**config.mk**
```make
export PLATFORM = sky130hd
export DESIGN_NAME = avalon_irq_ctrl
export DESIGN_NICKNAME = d
export VERILOG_FILES = /design/src/rtl/irq_ctrl_pkg.sv /design/src/rtl/irq_prio_enc.sv /design/src/rtl/avalon_irq_ctrl.sv
export SDC_FILE = /design/constraint.sdc
export NUM_CORES = 1
export LEC_CHECK = 0
export CAP_MARGIN = 30
export CORE_ASPECT_RATIO = 1.4
export CORE_MARGIN = 2
export CORE_UTILIZATION = 31
export DETAILED_ROUTE_END_ITERATION = 8
export PLACE_DENSITY = 0.76
export RECOVER_POWER = 100
export SLEW_MARGIN = 20
export SYNTH_ARGS = -nofsm -noshare
export SYNTH_HDL_FRONTEND = slang
export SYNTH_SLANG_ARGS = --single-unit
```
**constraint.sdc**
```tcl
create_clock -name clk -period 2.2 [get_ports clk]
set_clock_uncertainty 0.2 [all_clocks]
set_input_delay 0.66 -clock clk [delete_from_list [all_inputs] [get_ports clk]]
set_output_delay 0.66 -clock clk [all_outputs]
set_load 0.01 [all_outputs]
```
**src/rtl/irq_ctrl_pkg.sv**
```systemverilog
// Shared constants for the Avalon interrupt controller: register map indices
// and claim-word layout.
package irq_ctrl_pkg;

  localparam logic [1:0]  REG_PENDING     = 2'd0;
  localparam logic [1:0]  REG_ENABLE      = 2'd1;
  localparam logic [1:0]  REG_TYPE        = 2'd2;
  localparam logic [1:0]  REG_CLAIM       = 2'd3;

  localparam int unsigned CLAIM_VALID_BIT = 31;
  localparam int unsigned ID_W_DEF        = 5;
  localparam int unsigned DATA_W          = 32;

endpackage

```
**src/rtl/irq_prio_enc.sv**
```systemverilog
// Combinational priority encoder: reports the lowest set index of i_req.
module irq_prio_enc #(
  parameter int unsigned NUM_SRC = 4,
  parameter int unsigned ID_W    = 5
) (
  input  logic [NUM_SRC-1:0] i_req,
  output logic [ID_W-1:0]    o_id_c,
  output logic               o_valid_c
);

  // Scan from the top down so the lowest set index is the last one written.
  always_comb begin
    o_id_c    = '0;
    o_valid_c = 1'b0;
    for (int i = NUM_SRC - 1; i >= 0; i--) begin
      if (i_req[i]) begin
        o_id_c    = ID_W'(i);
        o_valid_c = 1'b1;
      end
    end
  end

endmodule

```
**src/rtl/avalon_irq_ctrl.sv**
```systemverilog
// Interrupt aggregator with per-source enable and edge/level type, a
// registered CPU irq line and an Avalon-MM register window with a claim port.
module avalon_irq_ctrl
  import irq_ctrl_pkg::*;
#(
  parameter int unsigned NUM_SRC = 4,
  parameter int unsigned ID_W    = ID_W_DEF
) (
  input  logic                clk,
  input  logic                rst,
  input  logic                read_n,
  input  logic                write_n,
  input  logic [DATA_W-1:0]   address,
  input  logic [DATA_W-1:0]   writeData,
  output logic [DATA_W-1:0]   readData,
  input  logic [NUM_SRC-1:0]  irq_src,
  output logic                irq
);

  logic [NUM_SRC-1:0] r_prev;
  logic [NUM_SRC-1:0] r_pending;
  logic [NUM_SRC-1:0] r_enable;
  logic [NUM_SRC-1:0] r_type;
  logic [DATA_W-1:0]  r_read_data;
  logic               r_irq;

  logic               w_rd;
  logic               w_wr;
  logic [1:0]         w_sel;
  logic [NUM_SRC-1:0] w_rise;
  logic [NUM_SRC-1:0] w_active;
  logic [NUM_SRC-1:0] w_clr;
  logic [NUM_SRC-1:0] w_pending_nxt;
  logic [DATA_W-1:0]  w_rdata;
  logic [ID_W-1:0]    w_id;
  logic               w_valid;
  logic               w_unused;

  assign w_rd     = ~read_n;
  assign w_wr     = ~write_n;
  assign w_sel    = address[3:2];
  assign w_rise   = irq_src & ~r_prev;
  assign w_active = r_pending & r_enable;
  assign w_unused = ^{address[DATA_W-1:4], address[1:0], writeData};

  irq_prio_enc #(
    .NUM_SRC (NUM_SRC),
    .ID_W    (ID_W)
  ) u_prio_enc (
    .i_req     (w_active),
    .o_id_c    (w_id),
    .o_valid_c (w_valid)
  );

  // Edge sources: set on rise, clear on W1C or claim, set wins. Level sources track the pin.
  always_comb begin
    w_clr = '0;
    if (w_wr && (w_sel == REG_PENDING)) begin
      w_clr = writeData[NUM_SRC-1:0];
    end
    if (w_rd && (w_sel == REG_CLAIM) && w_valid) begin
      w_clr = w_clr | (NUM_SRC'(1) << w_id);
    end
    w_pending_nxt = '0;
    for (int i = 0; i < NUM_SRC; i++) begin
      w_pending_nxt[i] = r_type[i] ? (w_rise[i] | (r_pending[i] & ~w_clr[i]))
                                   : irq_src[i];
    end
  end

  // Read mux sees pre-write register values.
  always_comb begin
    w_rdata = '0;
    case (w_sel)
      REG_PENDING: w_rdata = DATA_W'(r_pending);
      REG_ENABLE:  w_rdata = DATA_W'(r_enable);
      REG_TYPE:    w_rdata = DATA_W'(r_type);
      REG_CLAIM: begin
        if (w_valid) begin
          w_rdata                  = DATA_W'(w_id);
          w_rdata[CLAIM_VALID_BIT] = 1'b1;
        end
      end
      default:     w_rdata = '0;
    endcase
  end

  always_ff @(posedge clk) begin
    if (!rst) begin
      r_prev      <= '0;
      r_pending   <= '0;
      r_enable    <= '0;
      r_type      <= '0;
      r_read_data <= '0;
      r_irq       <= 1'b0;
    end else begin
      r_prev    <= irq_src;
      r_pending <= w_pending_nxt;
      if (w_wr && (w_sel == REG_ENABLE)) begin
        r_enable <= writeData[NUM_SRC-1:0];
      end
      if (w_wr && (w_sel == REG_TYPE)) begin
        r_type <= writeData[NUM_SRC-1:0];
      end
      if (w_rd) begin
        r_read_data <= w_rdata;
      end
      r_irq <= |w_active;
    end
  end

  assign readData = r_read_data;
  assign irq      = r_irq;

endmodule
```
After elaboration in Yosys (flattened, before gate mapping):

Cells that the tools add are included.
Widths: inputs -> output; s select.

* equality and inequality tests: 3
* shift operators: 1
* multiplexer cells: 16
* bitwise operators: 18
* reductions and logical operators: 7

Operators by type and width (count)
* $pmux 32 s4: 1
* $mux 32: 1
* $and 4x4->4: 2
* $mux 1: 8
* $mux 2: 4
* $mux 4: 2
* $not 1->1: 6
* $logic_and 1x1->1: 5
* $shl 1x5->4 const A: 1
* $and 1x1->1: 4
* $eq 2x2->1 const B: 2
* $not 4->4: 1
* $or 1x1->1: 4
* $or 4x4->4: 1
* $reduce_or 4->1: 1
* $eq 2x1->1 const B: 1
* $logic_not 2->1: 1

* bits in registers: 49
* input bits: 72
* output and inout bits: 33
* logic and storage cells: 51

Logic depth before layout (Yosys ltp):

Gate-level depths: netlist (run 1).

* depth in word-level cells: 12
* mapped depth: 4

Cells and area by module:

Synthesis (run 1) repeated with hierarchy kept, for this count alone.

* cell total of the unflattened synthesis: 151
* area, all modules: 1331.3 um^2

By module, submodules not included
* avalon_irq_ctrl: instances 1, cells each 140, area an instance 1270.0 um^2
* irq_prio_enc: instances 1, cells each 11, area an instance 61.3 um^2

Least setup slack after synthesis (run 1):

No wires, ideal clock.

* kind: input -> register
* from: input address[2]
* to: register r_pending[2]
* library setup time: 117 ps
* data arrival time: 1444 ps
* data required time: 1883 ps
* setup slack: 440 ps
* cell stages on the path: 4
* cells stage by stage: buf_6 nand2_1 or4_1 a22o_1

* cells in the longest elaborated chain, start to end: 9

RTL lines
* start: declaration: RTL line avalon_irq_ctrl.sv:13 `input logic [DATA_W-1:0] address,`
* $logic_not 2->1: RTL line avalon_irq_ctrl.sv:58 `if (w_wr && (w_sel == REG_PENDING)) begin`
* $logic_and 1x1->1: RTL line avalon_irq_ctrl.sv:58
* $mux 4: RTL line avalon_irq_ctrl.sv:58
* $or 4x4->4: RTL line avalon_irq_ctrl.sv:62 `w_clr = w_clr | (NUM_SRC'(1) << w_id);`
* $mux 4 (*): RTL line avalon_irq_ctrl.sv:61 `if (w_rd && (w_sel == REG_CLAIM) && w_valid) begin`
* $not 1->1 (*): RTL line avalon_irq_ctrl.sv:66 `w_pending_nxt[i] = r_type[i] ? (w_rise[i] | (r_pending[i] & ~w_clr[i]))`
* $and 1x1->1 (*): RTL line avalon_irq_ctrl.sv:66
* $or 1x1->1 (*): RTL line avalon_irq_ctrl.sv:66
* $mux 1 (*): RTL line avalon_irq_ctrl.sv:66
* end signal: assignment: RTL line avalon_irq_ctrl.sv:98 `r_pending <= w_pending_nxt;`
* end: declaration: RTL line avalon_irq_ctrl.sv:21 `logic [NUM_SRC-1:0] r_pending;`

Every way passes the cells marked *; elsewhere a longest branch is shown, timed or not.
A chain may end at the register's enable or synchronous reset.

Worst setup path after layout (run 1):

* from: register r_read_data[2] (netlist: readData[2])
* to: output readData[2]

RTL lines
* start: declaration: RTL line avalon_irq_ctrl.sv:24 `logic [DATA_W-1:0] r_read_data;`
* start signal: assignment: RTL line avalon_irq_ctrl.sv:106 `r_read_data <= w_rdata;`
* end: declaration: RTL line avalon_irq_ctrl.sv:15 `output logic [DATA_W-1:0] readData,`

No word-level cell between the ends.

==> results of run 1 <==
report_power, final:
| part | internal, mW | leakage (nW) | switching (mW) |
|---|---|---|---|
| registers | 0.416 | 0.181 | 0.0128 |
| clock network | 0.243 | 0.0357 | 0.137 |
| logic | 0.0627 | 0.380 | 0.0654 |
cells in the mapped netlist, types with 2 or more instances:
library cell	count	area, µm²
sky130_fd_sc_hd__dfxtp_1	22	440.4
sky130_fd_sc_hd__nand3_1	4	20.02
sky130_fd_sc_hd__buf_6	2	22.52
sky130_fd_sc_hd__nor3b_2	2	25.02
sky130_fd_sc_hd__buf_4	27	202.7
sky130_fd_sc_hd__or2_2	3	18.77
sky130_fd_sc_hd__and2_1	5	31.28
sky130_fd_sc_hd__nand2_1	7	26.28
sky130_fd_sc_hd__a221oi_1	2	17.52
sky130_fd_sc_hd__o21ai_0	4	20.02
sky130_fd_sc_hd__mux2i_1	11	110.1
sky130_fd_sc_hd__nor2b_1	9	56.30
sky130_fd_sc_hd__a22o_1	4	35.03
sky130_fd_sc_hd__a21boi_0	2	15.01
sky130_fd_sc_hd__clkbuf_1	2	7.510
sky130_fd_sc_hd__a21oi_1	7	35.03
how the worst min path moves through the flow:
stage / endpoint / slack [ns]
after global routing: r_pending[3]$_SDFF_PN0_ / 0.32
final: readData[31]$_SDFFE_PN0N_ / 0.26
after global placement: readData[31]$_SDFFE_PN0N_ / 0.25
after floorplan: r_pending[0]$_SDFF_PN0_ / 0.25
after CTS: readData[31]$_SDFFE_PN0N_ / 0.27
after detailed placement: readData[31]$_SDFFE_PN0N_ / 0.26
layer usage:
metal / track usage / vias to the layer above
met1: 0.1218 / 411
met3: 0.02500 / 6
met5: 0 / -
met2: 0.1942 / 37
li1: - / 459
met4: 0.04651 / 0
through the flow:
stage,hold WS (ns),utilization
after floorplan,0.2478,-
after global routing,0.3178,0.3917
final,0.2644,0.3917
after global placement,0.2516,0.3789
after CTS,0.2724,0.3981
after detailed placement,0.2607,0.3789
final cells by class:
| class | instances | area share |
|---|---|---|
| Inverter | 1 | 0.002584 |
| Multi-Input combinational cell | 102 | 0.4272 |
| Timing Repair Buffer | 29 | 0.1817 |
| Sequential cell | 22 | 0.3032 |
| Clock buffer | 3 | 0.02842 |
| Tap cell | 42 | 0.03618 |
| Clock inverter | 1 | 0.02067 |
cell usage in the layout (no fill, tap or decap), types with 4 or more instances in the layout:
cell / count
sky130_fd_sc_hd__nor2b_1: 9
sky130_fd_sc_hd__dfxtp_1: 22
sky130_fd_sc_hd__buf_4: 4
sky130_fd_sc_hd__nand3_1: 4
sky130_fd_sc_hd__mux2i_1: 11
sky130_fd_sc_hd__o21ai_0: 4
sky130_fd_sc_hd__a21oi_1: 7
sky130_fd_sc_hd__dlygate4sd3_1: 7
sky130_fd_sc_hd__a22o_1: 4
sky130_fd_sc_hd__clkdlybuf4s50_1: 12
sky130_fd_sc_hd__conb_1: 27
sky130_fd_sc_hd__nand2_1: 7
sequential cells by signal, summed over array words and instances, names as in the netlist:
signal,cells
r_enable,4
readData,5
irq,1
r_prev,4
r_type,4
r_pending,4
cell families (layout without fill, tap and decap cells):
family,Yosys count,count (layout),synth area share
AOI/OAI and AO/OA,27,27,0.1531
buffers and inverters,32,34,0.1954
DFF,22,22,0.3640
muxes,12,12,0.1003
other,1,27,0.003099
and+or+nand+nor,36,36,0.1841
==> metrics.txt, run 1 <==
# TYPE chip_impl_metric gauge
chip_impl_info{name="run_status",value="finished clean"} 1
chip_impl_metric{name="synth_async_sr_flop_share",unit=""} 0
chip_impl_metric{name="maxClockFrequency",unit="MHz"} 485.2
chip_impl_metric{name="syn_warnings",unit=""} 0
chip_impl_info{name="worst_r2r_endpoint",value="r_pending[2]$_SDFF_PN0_"} 1
chip_impl_info{name="timing_worst_setup_path_type",value="reg -> out"} 1
chip_impl_metric{name="antenna_violating_nets_post_route",unit=""} 0
chip_impl_metric{name="placeableCoreArea",unit="µm²"} 3709
chip_impl_metric{name="cts.repair.resized",unit=""} 0
chip_impl_metric{name="h_tree_levels",unit=""} 1
chip_impl_metric{name="placed_area",unit="µm²"} 1405
chip_impl_metric{name="wirelength",unit="µm"} 2315
chip_impl_metric{name="synthesis.area_per_instance",unit="µm²"} 9.307
chip_impl_metric{name="timing.max_cap.violations",unit=""} 0
chip_impl_metric{name="vias",unit=""} 913
chip_impl_metric{name="synth.lib_cells_used.distinct",unit=""} 33
chip_impl_metric{name="post-place-cells",unit=""} 196
chip_impl_metric{name="drtPass1Iterations",unit=""} 4
chip_impl_metric{name="maximum_number_of_pins_on_one_net_before_global_route_repair",unit=""} 23
chip_impl_metric{name="final_hold_viol_count",unit=""} 0
chip_impl_metric{name="clock_tree.buffer_depth",unit=""} 2
chip_impl_info{name="cp-startpoint",value="readData[2]$_SDFFE_PN0N_"} 1
chip_impl_metric{name="routed_via_count_divided_by_cell_count",unit=""} 4.565
chip_impl_metric{name="ctsHoldBuffers",unit=""} 0
chip_impl_metric{name="cpPeakStageDelay",unit="ns"} 0.61
chip_impl_metric{name="pin_count",unit=""} 105
chip_impl_metric{name="leakagePower",unit="nW"} 0.5967
chip_impl_metric{name="r2r_slack",unit="ns"} 0.53
chip_impl_info{name="critPathCaptureType",value="primary output"} 1
chip_impl_info{name="worstReg2RegStart",value="r_pending[1]$_SDFF_PN0_"} 1
chip_impl_metric{name="ir_worst_vdd",unit="µV"} 329.4
chip_impl_metric{name="cts_made_buffers",unit=""} 3
chip_impl_metric{name="tns",unit="ns"} 0
chip_impl_info{name="critical_path.startpoint_type",value="register"} 1
chip_impl_metric{name="layoutNonFillerInstCount",unit=""} 200
chip_impl_info{name="critical-path-top-delay-family",value="buffers and inverters"} 1
chip_impl_metric{name="die_height",unit="µm"} 77.92
chip_impl_metric{name="antenna_found_initial",unit=""} 0
chip_impl_metric{name="multi_input_comb_area",unit="µm²"} 620.6
chip_impl_metric{name="clk-insertion-delay-late",unit="ns"} 0.26
chip_impl_metric{name="count_of_flip_flops_with_a_built_in_enable_after_synthesis",unit=""} 0
chip_impl_info{name="critical_path_cell_list",value="dlygate4sd3_1"} 1
chip_impl_info{name="setup_repair_after_global_routing_missed_its_margin",value="false"} 1
chip_impl_metric{name="ratio_of_cells_with_drive_above_1_in_the_final_layout",unit=""} 0.1076
chip_impl_metric{name="starting_utilization_of_the_core_area",unit=""} 0.3262
chip_impl_metric{name="buffers_inserted_by_post_cts_timing_repair",unit=""} 0
chip_impl_metric{name="wl_per_cell",unit="µm"} 11.58
chip_impl_metric{name="synth_cell_area",unit="µm²"} 1210
chip_impl_metric{name="slew_violations",unit=""} 0
chip_impl_metric{name="overflow",unit=""} 0
chip_impl_info{name="path_category_of_the_worst_min_delay_check",value="reg -> reg"} 1
chip_impl_metric{name="clock_sink_count",unit=""} 22
chip_impl_metric{name="worstPathRequired",unit="ns"} 1.34
chip_impl_metric{name="layout_worst_path_cycle_share",unit=""} 0.9368
chip_impl_info{name="crit_path_top_delay_cell",value="sky130_fd_sc_hd__dlygate4sd3_1"} 1
chip_impl_metric{name="met2_length",unit="µm"} 1191
chip_impl_metric{name="final_setup_margin",unit="ns"} 0.1391
chip_impl_metric{name="min_period",unit="ns"} 2.061
chip_impl_metric{name="power_per_cell_area",unit="nW/µm²"} 645.2
chip_impl_metric{name="area_delta_synth_final",unit="%"} 20.06
chip_impl_metric{name="drt_drc_violations_left",unit=""} 0
chip_impl_metric{name="drt-met1-wl",unit="µm"} 946
chip_impl_metric{name="critPathMaxFanout",unit=""} 2
chip_impl_metric{name="clk_pin_slew_worst_paths",unit="ns"} 0.08
chip_impl_info{name="cp-endpoint",value="readData[2]"} 1
chip_impl_metric{name="die_width",unit="µm"} 56.80
chip_impl_metric{name="gp_congestion",unit=""} 0.8269
chip_impl_metric{name="synthesis.instances",unit=""} 130
chip_impl_metric{name="grt_pass1_vias",unit=""} 838
chip_impl_metric{name="post-layout-total-power",unit="mW"} 0.9373
chip_impl_metric{name="finalSetupViolations",unit=""} 0
chip_impl_metric{name="final_nets",unit=""} 231
chip_impl_metric{name="first_iter_violations",unit=""} 20
chip_impl_metric{name="post_layout_instance_area",unit="µm²"} 1453
chip_impl_metric{name="port_buffers",unit=""} 19
chip_impl_metric{name="register_area",unit="µm²"} 440.4
chip_impl_metric{name="timing.reg2reg.worst_path_depth",unit=""} 3
chip_impl_info{name="min_from",value="readData[31]$_SDFFE_PN0N_"} 1
chip_impl_metric{name="antenna_cells",unit=""} 0
chip_impl_metric{name="postSynthRegisterBits",unit=""} 22
chip_impl_info{name="root_buffer",value="sky130_fd_sc_hd__clkbuf_8"} 1
chip_impl_metric{name="gr-usage-all-layers",unit=""} 0.1091
chip_impl_info{name="top_signal_layer_used",value="met4"} 1
chip_impl_metric{name="fill_cells",unit=""} 384
chip_impl_info{name="synthFlopType",value="sky130_fd_sc_hd__dfxtp_1"} 1
chip_impl_metric{name="row_count",unit=""} 26
chip_impl_metric{name="arrival",unit="ns"} 1.20
chip_impl_metric{name="grt_pass1_wl",unit="µm"} 3829
chip_impl_metric{name="hold-path-cell-count",unit=""} 2
chip_impl_info{name="tritoncts",value="yes"} 1
chip_impl_metric{name="overall_die_area",unit="µm²"} 4426
chip_impl_metric{name="sequential_cell_area_fraction_in_the_yosys_report",unit=""} 0.3640
chip_impl_metric{name="buffering_stage_count_on_the_worst_path_with_inverters_included",unit=""} 1
chip_impl_metric{name="dp.final_hpwl",unit="µm"} 1725
chip_impl_metric{name="critical_path_depth",unit=""} 1
chip_impl_metric{name="routed-wl-met3",unit="µm"} 130
chip_impl_metric{name="worst_slack_after_detailed_placement",unit="ns"} -0.07675
No activity file was read; power rests on OpenSTA's default activity.
==> inputs of run 2 (changes only) <==
PLACE_DENSITY = 0.84   (was 0.76)
==> metrics.txt, run 2 (synthesis gave the netlist of run 1 again) <==
# TYPE chip_impl_metric gauge
chip_impl_info{name="run_status",value="finished clean"} 1
chip_impl_metric{name="dp.final_hpwl",unit="µm"} 1839
chip_impl_metric{name="antenna_cells",unit=""} 0
chip_impl_metric{name="placeableCoreArea",unit="µm²"} 3709
chip_impl_info{name="tritoncts",value="yes"} 1
chip_impl_metric{name="layoutNonFillerInstCount",unit=""} 203
chip_impl_metric{name="fill_cells",unit=""} 379
chip_impl_metric{name="finalSetupViolations",unit=""} 0
chip_impl_metric{name="timing.max_cap.violations",unit=""} 0
chip_impl_metric{name="worstPathRequired",unit="ns"} 1.34
chip_impl_metric{name="power_per_cell_area",unit="nW/µm²"} 578.8
chip_impl_info{name="setup_repair_after_global_routing_missed_its_margin",value="false"} 1
chip_impl_metric{name="wl_per_cell",unit="µm"} 11.36
chip_impl_metric{name="overall_die_area",unit="µm²"} 4426
chip_impl_metric{name="post-place-cells",unit=""} 199
chip_impl_metric{name="overflow",unit=""} 0
chip_impl_metric{name="area_delta_synth_final",unit="%"} 20.06
chip_impl_metric{name="antenna_violating_nets_post_route",unit=""} 0
chip_impl_metric{name="grt_pass1_vias",unit=""} 891
chip_impl_info{name="critical_path_cell_list",value="dlygate4sd3_1"} 1
chip_impl_metric{name="groute.layer.met3.usage",unit=""} 0.02833
chip_impl_info{name="crit_path_top_delay_cell",value="sky130_fd_sc_hd__dlygate4sd3_1"} 1
chip_impl_metric{name="drt_drc_violations_left",unit=""} 0
chip_impl_metric{name="ir_worst_vdd",unit="µV"} 364.9
chip_impl_metric{name="final_hold_viol_count",unit=""} 0
chip_impl_metric{name="clock_sink_count",unit=""} 22
chip_impl_metric{name="min_period",unit="ns"} 2.053
chip_impl_metric{name="critPathMaxFanout",unit=""} 2
chip_impl_metric{name="timing.reg2reg.worst_path_depth",unit=""} 3
chip_impl_metric{name="row_count",unit=""} 26
chip_impl_info{name="critPathCaptureType",value="primary output"} 1
chip_impl_metric{name="cts.repair.resized",unit=""} 0
chip_impl_metric{name="cpPeakStageDelay",unit="ns"} 0.61
chip_impl_metric{name="post_layout_instance_area",unit="µm²"} 1453
chip_impl_metric{name="fraction_of_met2_tracks_used_by_global_routing",unit=""} 0.1930
chip_impl_metric{name="multi_input_comb_area",unit="µm²"} 625.6
chip_impl_info{name="timing_worst_setup_path_type",value="reg -> out"} 1
chip_impl_metric{name="starting_utilization_of_the_core_area",unit=""} 0.3262
chip_impl_info{name="critical_path.startpoint_type",value="register"} 1
chip_impl_metric{name="ratio_of_cells_with_drive_above_1_in_the_final_layout",unit=""} 0.1366
chip_impl_metric{name="leakagePower",unit="nW"} 0.6049
chip_impl_metric{name="clk_pin_slew_worst_paths",unit="ns"} 0.07
chip_impl_info{name="commonest_cells_after_routing_fill_and_taps_aside",value="sky130_fd_sc_hd__conb_1 (27), sky130_fd_sc_hd__dfxtp_1 (22), sky130_fd_sc_hd__clkdlybuf4s50_1 (12), sky130_fd_sc_hd__mux2i_1 (11), sky130_fd_sc_hd__nor2b_1 (9)"} 1
chip_impl_metric{name="antenna_found_initial",unit=""} 0
chip_impl_metric{name="arrival",unit="ns"} 1.19
chip_impl_metric{name="slew_violations",unit=""} 0
chip_impl_metric{name="buffering_stage_count_on_the_worst_path_with_inverters_included",unit=""} 1
chip_impl_info{name="path_category_of_the_worst_min_delay_check",value="reg -> reg"} 1
chip_impl_metric{name="placed_area",unit="µm²"} 1415
chip_impl_metric{name="h_tree_levels",unit=""} 1
chip_impl_metric{name="drtPass1Iterations",unit=""} 4
chip_impl_metric{name="gr-usage-all-layers",unit=""} 0.1047
chip_impl_metric{name="clk-insertion-delay-late",unit="ns"} 0.26
chip_impl_metric{name="vias",unit=""} 944
chip_impl_metric{name="ctsHoldBuffers",unit=""} 0
chip_impl_info{name="critical-path-top-delay-family",value="buffers and inverters"} 1
chip_impl_metric{name="wirelength",unit="µm"} 2307
chip_impl_metric{name="pin_count",unit=""} 105
chip_impl_metric{name="gp_congestion",unit=""} 0.9446
chip_impl_metric{name="critical_path_depth",unit=""} 1
chip_impl_metric{name="layout_worst_path_cycle_share",unit=""} 0.9331
chip_impl_info{name="root_buffer",value="sky130_fd_sc_hd__clkbuf_8"} 1
chip_impl_metric{name="buffers_inserted_by_post_cts_timing_repair",unit=""} 0
chip_impl_metric{name="tns",unit="ns"} 0
chip_impl_metric{name="maximum_number_of_pins_on_one_net_before_global_route_repair",unit=""} 13
chip_impl_metric{name="grt_pass1_wl",unit="µm"} 3719
chip_impl_metric{name="clock_tree.buffer_depth",unit=""} 2
chip_impl_metric{name="port_buffers",unit=""} 19
chip_impl_metric{name="grt.met1_usage",unit=""} 0.1056
chip_impl_metric{name="routed_via_count_divided_by_cell_count",unit=""} 4.650
chip_impl_metric{name="final_nets",unit=""} 234
chip_impl_metric{name="die_width",unit="µm"} 56.80
chip_impl_info{name="mostFrequentLayoutCell",value="sky130_fd_sc_hd__conb_1"} 1
chip_impl_metric{name="first_iter_violations",unit=""} 30
chip_impl_metric{name="cts_made_buffers",unit=""} 3
chip_impl_metric{name="maxClockFrequency",unit="MHz"} 487.2
chip_impl_info{name="global_route.peak_usage_layer",value="met2"} 1
chip_impl_metric{name="hold-path-cell-count",unit=""} 2
chip_impl_metric{name="register_area",unit="µm²"} 440.4
chip_impl_metric{name="die_height",unit="µm"} 77.92
chip_impl_metric{name="number_of_flip_flops_under_the_largest_register_name",unit=""} 5
## run 2: cell types whose count changed in the layout (fill, tap and decap cells not counted), sizes merged
cell    before  now
clkbuf       8   10
bufinv       1    0
buf          5    7
## run 2: area by class of cell
type                            count  share of cell area
Multi-Input combinational cell    102              0.4307
Sequential cell                    22              0.3032
Timing Repair Buffer               32              0.1895
Clock buffer                        4             0.03790
Tap cell                           42             0.03618
Inverter                            1            0.002584
## run 2: routing by layer
metal	up-vias	wire (µm)
met5	-	0
met4	0	53
met3	8	170
met2	42	1201
met1	431	882
li1	463	-
## run 2: through the flow
step / util / power, mW / hold WS [ns] / setup WS [ns]
final: 0.3917 / 0.8408 / 0.2663 / 0.1473
after global routing: 0.3917 / 0.8769 / 0.3066 / 0.07461
after CTS: 0.3964 / 0.8529 / 0.2746 / 0.1634
after detailed placement: 0.3816 / 0.5729 / 0.2638 / -0.1073
after global placement: 0.3816 / 0.5698 / 0.2531 / -0.06798
after floorplan: - / 0.5461 / 0.2478 / 0.4395
## run 2: power by group
group          switching (mW)  total, mW  internal, mW
logic                  0.0663      0.130        0.0637
clock network           0.123      0.282         0.159
registers              0.0129      0.429         0.416
## run 2: worst paths after layout
path	startpoint	to	slack (ns)
worst max-delay path	readData[2]$_SDFFE_PN0N_	readData[2]	0.15
worst min-delay path	readData[31]$_SDFFE_PN0N_	readData[31]$_SDFFE_PN0N_	0.27
worst max register to register	r_pending[1]$_SDFF_PN0_	r_pending[2]$_SDFF_PN0_	0.50
worst min register to register	readData[31]$_SDFFE_PN0N_	readData[31]$_SDFFE_PN0N_	0.27
